**src/rtl/shadow_dump_sched.sv**
```systemverilog
// Purpose : capture a selected set of shadow chains, then dump them one at a time in ascending index order onto one serial port.
// Latency : c_en and d_en come straight from the state register; ser_out/ser_valid lag d_out/d_ready by 1 cycle.
// Backpressure: none. A chain ends its dump with d_done. If it has not, the timeout ends it after TIMEOUT cycles and flags err.
//
// Ports:
//   clk, rst (async active-low)   trig / dump_req / abort : control requests
//   sel_mask   : chains to capture and dump
//   c_en       : capture enables          d_en    : one-hot dump enable
//   d_out / d_ready / d_done : per-chain serial data, data valid, dump complete
//   ser_out / ser_valid / ser_idx : muxed serial stream and active chain
//   busy, all_done (1-cycle pulse), err (sticky per-chain timeout flags)
module shadow_dump_sched #(
    parameter int NUM_CHAINS  = 4,
    parameter int COUNT_WIDTH = 8,
    parameter int TIMEOUT     = 200,
    localparam int IDX_W      = (NUM_CHAINS > 1) ? $clog2(NUM_CHAINS) : 1
) (
    input  logic                  clk,
    input  logic                  rst,
    input  logic                  trig,
    input  logic                  dump_req,
    input  logic                  abort,
    input  logic [NUM_CHAINS-1:0] sel_mask,
    output logic [NUM_CHAINS-1:0] c_en,
    output logic [NUM_CHAINS-1:0] d_en,
    input  logic [NUM_CHAINS-1:0] d_out,
    input  logic [NUM_CHAINS-1:0] d_ready,
    input  logic [NUM_CHAINS-1:0] d_done,
    output logic                  ser_out,
    output logic                  ser_valid,
    output logic [IDX_W-1:0]      ser_idx,
    output logic                  busy,
    output logic                  all_done,
    output logic [NUM_CHAINS-1:0] err
);

    localparam logic [2:0] S_IDLE    = 3'd0;
    localparam logic [2:0] S_CAPTURE = 3'd1;
    localparam logic [2:0] S_ARMED   = 3'd2;
    localparam logic [2:0] S_SELECT  = 3'd3;
    localparam logic [2:0] S_DUMP    = 3'd4;
    localparam logic [2:0] S_DONE    = 3'd5;

    localparam logic [COUNT_WIDTH-1:0] CNT_LAST = COUNT_WIDTH'(TIMEOUT - 1);

    logic [2:0]             state;
    logic [2:0]             state_nxt;
    logic [NUM_CHAINS-1:0]  pend;
    logic [COUNT_WIDTH-1:0] cnt;
    logic [IDX_W-1:0]       sel_idx;
    logic                   chain_done;
    logic                   chain_timeout;
    logic                   trig_ok;

    // A trigger with an empty mask is treated as if it never happened.
    assign trig_ok       = trig && (|sel_mask);
    // Only the active chain's completion matters; the others are ignored.
    assign chain_done    = d_done[ser_idx];
    assign chain_timeout = (cnt == CNT_LAST);

    // Lowest-index pending chain. The loop runs downward so the lowest set bit is written last and wins.
    always_comb begin
        sel_idx = '0;
        for (int i = NUM_CHAINS - 1; i >= 0; i--) begin
            if (pend[i]) begin
                sel_idx = IDX_W'(i);
            end
        end
    end

    always_comb begin
        state_nxt = state;
        if (abort) begin
            state_nxt = S_IDLE;
        end else begin
            case (state)
                S_IDLE:    if (trig_ok) state_nxt = S_CAPTURE;
                S_CAPTURE: state_nxt = S_ARMED;
                S_ARMED: begin
                    if (trig_ok) begin
                        state_nxt = S_CAPTURE;
                    end else if (dump_req) begin
                        state_nxt = S_SELECT;
                    end
                end
                S_SELECT:  state_nxt = (|pend) ? S_DUMP : S_DONE;
                S_DUMP:    if (chain_done || chain_timeout) state_nxt = S_SELECT;
                S_DONE:    state_nxt = S_IDLE;
                default:   state_nxt = S_IDLE;
            endcase
        end
    end

    // Enables and status are decoded from the state register. Because of this, an
    // asynchronous reset drops d_en at once, without waiting for a clock edge. It
    // also means c_en and d_en can never both be active.
    assign c_en     = (state == S_CAPTURE) ? pend : '0;
    assign d_en     = (state == S_DUMP) ? (NUM_CHAINS'(1) << ser_idx) : '0;
    assign busy     = (state != S_IDLE);
    assign all_done = (state == S_DONE);

    always_ff @(posedge clk or negedge rst) begin
        if (!rst) begin
            state     <= S_IDLE;
            pend      <= '0;
            cnt       <= '0;
            ser_idx   <= '0;
            ser_out   <= 1'b0;
            ser_valid <= 1'b0;
            err       <= '0;
        end else begin
            state <= state_nxt;

            // Register the data only while the dump continues into the next cycle.
            // This keeps ser_valid low in every cycle outside DUMP.
            if (state == S_DUMP && state_nxt == S_DUMP) begin
                ser_out   <= d_out[ser_idx];
                ser_valid <= d_ready[ser_idx];
            end else begin
                ser_out   <= 1'b0;
                ser_valid <= 1'b0;
            end

            if (abort) begin
                pend <= '0;
            end else begin
                case (state)
                    S_IDLE, S_ARMED: begin
                        // err is cleared on entry to CAPTURE, so it already reads 0 during the capture cycle.
                        if (trig_ok) begin
                            pend <= sel_mask;
                            err  <= '0;
                        end
                    end
                    S_SELECT: begin
                        if (|pend) begin
                            ser_idx <= sel_idx;
                            cnt     <= '0;
                        end
                    end
                    S_DUMP: begin
                        cnt <= cnt + COUNT_WIDTH'(1);
                        if (chain_done || chain_timeout) begin
                            pend[ser_idx] <= 1'b0;
                        end
                        // If done and timeout land on the same cycle, the chain counts as done.
                        if (chain_timeout && !chain_done) begin
                            err[ser_idx] <= 1'b1;
                        end
                    end
                    default: ;
                endcase
            end
        end
    end

endmodule
```
**config.mk**
```make
export PLATFORM = sky130hd
export DESIGN_NAME = shadow_dump_sched
export DESIGN_NICKNAME = d
export VERILOG_FILES = /design/src/rtl/shadow_dump_sched.sv
export SDC_FILE = /design/constraint.sdc
export NUM_CORES = 1
export LEC_CHECK = 0
export BUFFER_PORTS_ARGS = -buffer_cell sky130_fd_sc_hd__buf_2
export CORE_MARGIN = 4
export CORE_UTILIZATION = 48
export CTS_BUF_LIST = sky130_fd_sc_hd__clkbuf_2
export DETAILED_ROUTE_END_ITERATION = 7
export PLACE_DENSITY = 0.88
export SYNTH_ARGS = -nofsm -noshare
export SYNTH_HDL_FRONTEND = slang
export SYNTH_SLANG_ARGS = --single-unit
export TNS_END_PERCENT = 5
```
**constraint.sdc**
```tcl
create_clock -name clk -period 1.5 [get_ports clk]
set_input_delay 0.075 -clock clk [delete_from_list [all_inputs] [get_ports clk]]
set_output_delay 0.075 -clock clk [all_outputs]
set_load 0.02 [all_outputs]
```
==> impl_metrics.csv <==
group,metric,value,unit
outcome,status,"finished, violations left",
outcome,violations,"setup timing",
layout,final-seq-area,577,µm²
worst_setup_path,cp-start-kind,"flip-flop",
worst_setup_path,reg2reg_slack,-200,ps
hold_path,min-delay-path-class,"input port to flip-flop",
sta,finalWorstSetupSlack,-264,ps
worst_setup_path,arrival,1690,ps
sta,tightest_slew,536,ps
place,gp_congestion,0.934,
yosys,ys_top_cells_by_count,"dfrtp_1, nor2_1, nor4_1",
global_route,track_usage,23.4,%
layout,nets,235,
worst_setup_path,cp.required,1420,ps
routing,antenna_left,0,
yosys,netlist_area,0.00140,mm²
worst_setup_path,cp-end-kind,"output port",
sta,setup_viol,26,
power,powerDensity,719,mW/mm²
job,max_cap_viol_count,0,
yosys,synth.yosys.seq_area_share,41.0,%
floorplan,die_area,0.00385,mm²
layout,drive_gt1_share,52.8,%
routing,num_vias,1443,
worst_setup_path,r2r_cells,6,
floorplan,num_rows,19,
yosys,synth.area.top_cells,"dfrtp_1, nor2_1, mux4_1, nor4_1, o22a_1",
sta,finClkSkew,25.5,ps
yosys,synth_top_flop_cell,"dfrtp_1",
layout,utilization,76.9,%
worst_setup_path,cp-endpoint,"d_en[0]",
routing,firstDrtPassIters,4,
clock_tree,tritoncts,"built",
yosys,ys_types,43,
layout,antennaDiodeCount,0,
power,finalPower,1.54,mW
yosys,synth_top_cell_by_area,"dfrtp_1",
clock_tree,cts_sinks,23,
clock_tree,clk_path_buf_depth,2,
yosys,syn_inst,139,
power,p_leak,1.05,nW
global_route,grt_remaining_overflow,0,
routing,wirelength,4330,µm
routing,wire_per_inst,17.8,µm
floorplan,coreArea,0.00278,mm²
worst_setup_path,rr_startpoint,"state[0]",
clock_tree,cts.clk_slew.worst_paths,240,ps
clock_tree,cts_buffers,3,
routing,drc_errors,0,
clock_tree,ctsHtreeMaxLevel,1,
yosys,synth_edf_count,0,
sta,min_period_over_period,118,%
global_route,grt_pass1_wl,6530,µm
worst_setup_path,reg2reg_to,"pend[1]",
yosys,syn_nets,161,
floorplan,num_io_pins,39,
sta,fmax,567,MHz
floorplan,start_util,50.4,%
sta,period_needed,1760,ps
worst_setup_path,path_class,"flip-flop to output port",
sta,hold_viol_final,0,
place,place_hpwl,3020,µm
yosys,async_flop_share,100,%
global_route,first_global_vias,1385,
power,clockPowerShare,17.2,%
routing,avgViaCountPerCell,5.94,
floorplan,chipHeight,62.1,µm
yosys,yosysWarnings,0,
power,pwr-share-comb,36.8,%
layout,final_cell_area,0.00214,mm²
global_route,antenna_found_initial,0,
yosys,syn_avg_cell_area,10.1,µm²
clock_tree,insertion_delay,370,ps
worst_setup_path,path_max_fanout,5,
sta,slew_headroom,64.3,%
clock_tree,cts_root_buffer,"clkbuf_2",
place,placed_area,0.00180,mm²
power,p_switching,522,µW
power,peakVddDrop,719,µV
power,internal-power,1.02,mW
power,pwr-share-seq,46.0,%
layout,multi_input_area,923,µm²
sta,report.final.slew_viol_count,0,
floorplan,die_x,62.1,µm
yosys,synth.top_cell.area_share,41.0,%
yosys,yosysMostFrequentCell,"dfrtp_1",
yosys,synth-seq-cells,23,
place,port_buffers,38,
routing,drt_iter0_drc,81,
layout,areaGrowthSynthToFinish,52.5,%
worst_setup_path,startpoint,"state[0]",
global_route,grt_max_degree,24,
sta,rsz0062_at_grt,"true",
layout,nFillCells,173,
power,p_sw_share,33.9,%
## flip-flops by register name (all words and copies together), names as in the netlist
| register | cells |
|---|---|
| pend | 4 |
| ser_out | 1 |
| cnt | 8 |
| err | 4 |
| ser_idx | 2 |
| ser_valid | 1 |
| state | 3 |
## how the worst min path moves through the flow
stage                     endpoint  startpoint  cells past startpoint
final                     state[0]       abort                      2
after global routing      state[1]       abort                      2
after CTS                 state[1]       abort                      2
after detailed placement    cnt[5]         rst                      1
after global placement      cnt[0]         rst                      1
after floorplan             cnt[0]         rst                      0
## metal layers
| metal | share of wire [%] | wire length, µm | GRT usage (%) | up-vias |
|---|---|---|---|---|
| met4 | 1.9 | 82 | 9.09 | 0 |
| li1 | - | - | - | 671 |
| met5 | 0 | 0 | 0 | - |
| met1 | 39 | 1690 | 28.6 | 710 |
| met3 | 4.2 | 181 | 2.69 | 9 |
| met2 | 55 | 2370 | 41.6 | 53 |
## through the flow
step,instances,hold WS [ps],TNS (ps),worst slack [ps]
2_1_floorplan,139,-221,-1990,-206
3_3_place_gp,224,64.7,-197,-45.0
3_5_place_dp,224,76.5,-537,-103
4_1_cts,239,59.9,-3600,-245
5_1_grt,243,85.7,-5600,-313
6_report,243,76.2,-3980,-264
## cell usage in the layout (no fill, tap or decap), types with 3 or more instances in the layout
cell type  instances
buf_4             36
buf_2             28
dfrtp_1           22
nor2_1            16
buf_6             10
nand2_1            7
and3_1             5
o22a_1             5
nor4_2             4
nand4_1            4
a22o_1             4
nor3_1             4
xor2_1             4
a21oi_1            3
nor2b_1            3
and3b_2            3
o21ai_0            3
nor4_4             3
clkbuf_2           3
## timing repair
action,4_1_cts,5_1_grt
gates resized for setup,28,21
setup endpoints to repair,23,31
buffers inserted,10,4
pin swaps,9,5
hold buffers,1,0
hold endpoints to repair,23,0
## power groups by stage
stage	registers [mW]	logic, mW	clock network, mW
floorplan	0.745	0.230	0
global placement	0.712	0.431	0
detailed placement	0.718	0.457	0
CTS	0.704	0.519	0.260
global route	0.712	0.608	0.287
finish	0.708	0.566	0.264
## layout make-up
cell class	count	area share (%)
Inverter	3	0.527
Clock inverter	1	0.234
Tap cell	31	1.81
Sequential cell	23	27.0
Multi-Input combinational cell	105	43.2
Clock buffer	3	0.702
Timing Repair Buffer	77	26.6
## logic make-up after synthesis
| kind of cell | Yosys count | synth area share (%) |
|---|---|---|
| xor gates and xnor gates | 4 | 2.50 |
| buffers and inverters | 11 | 3.92 |
| adders and majority gates | 1 | 0.892 |
| muxes | 5 | 6.78 |
| and+or+nand+nor | 65 | 27.5 |
| AOI/OAI and AO/OA | 30 | 17.4 |
| DFF | 23 | 41.0 |
## critical path, cell delays in order, from the launching register on
cell and delay (ps):
dfrtp_1 460, nor3b_2 220, buf_4 170, nor3b_4 220, buf_6 140, buf_6 110
No activity file was read; power rests on OpenSTA's default activity.
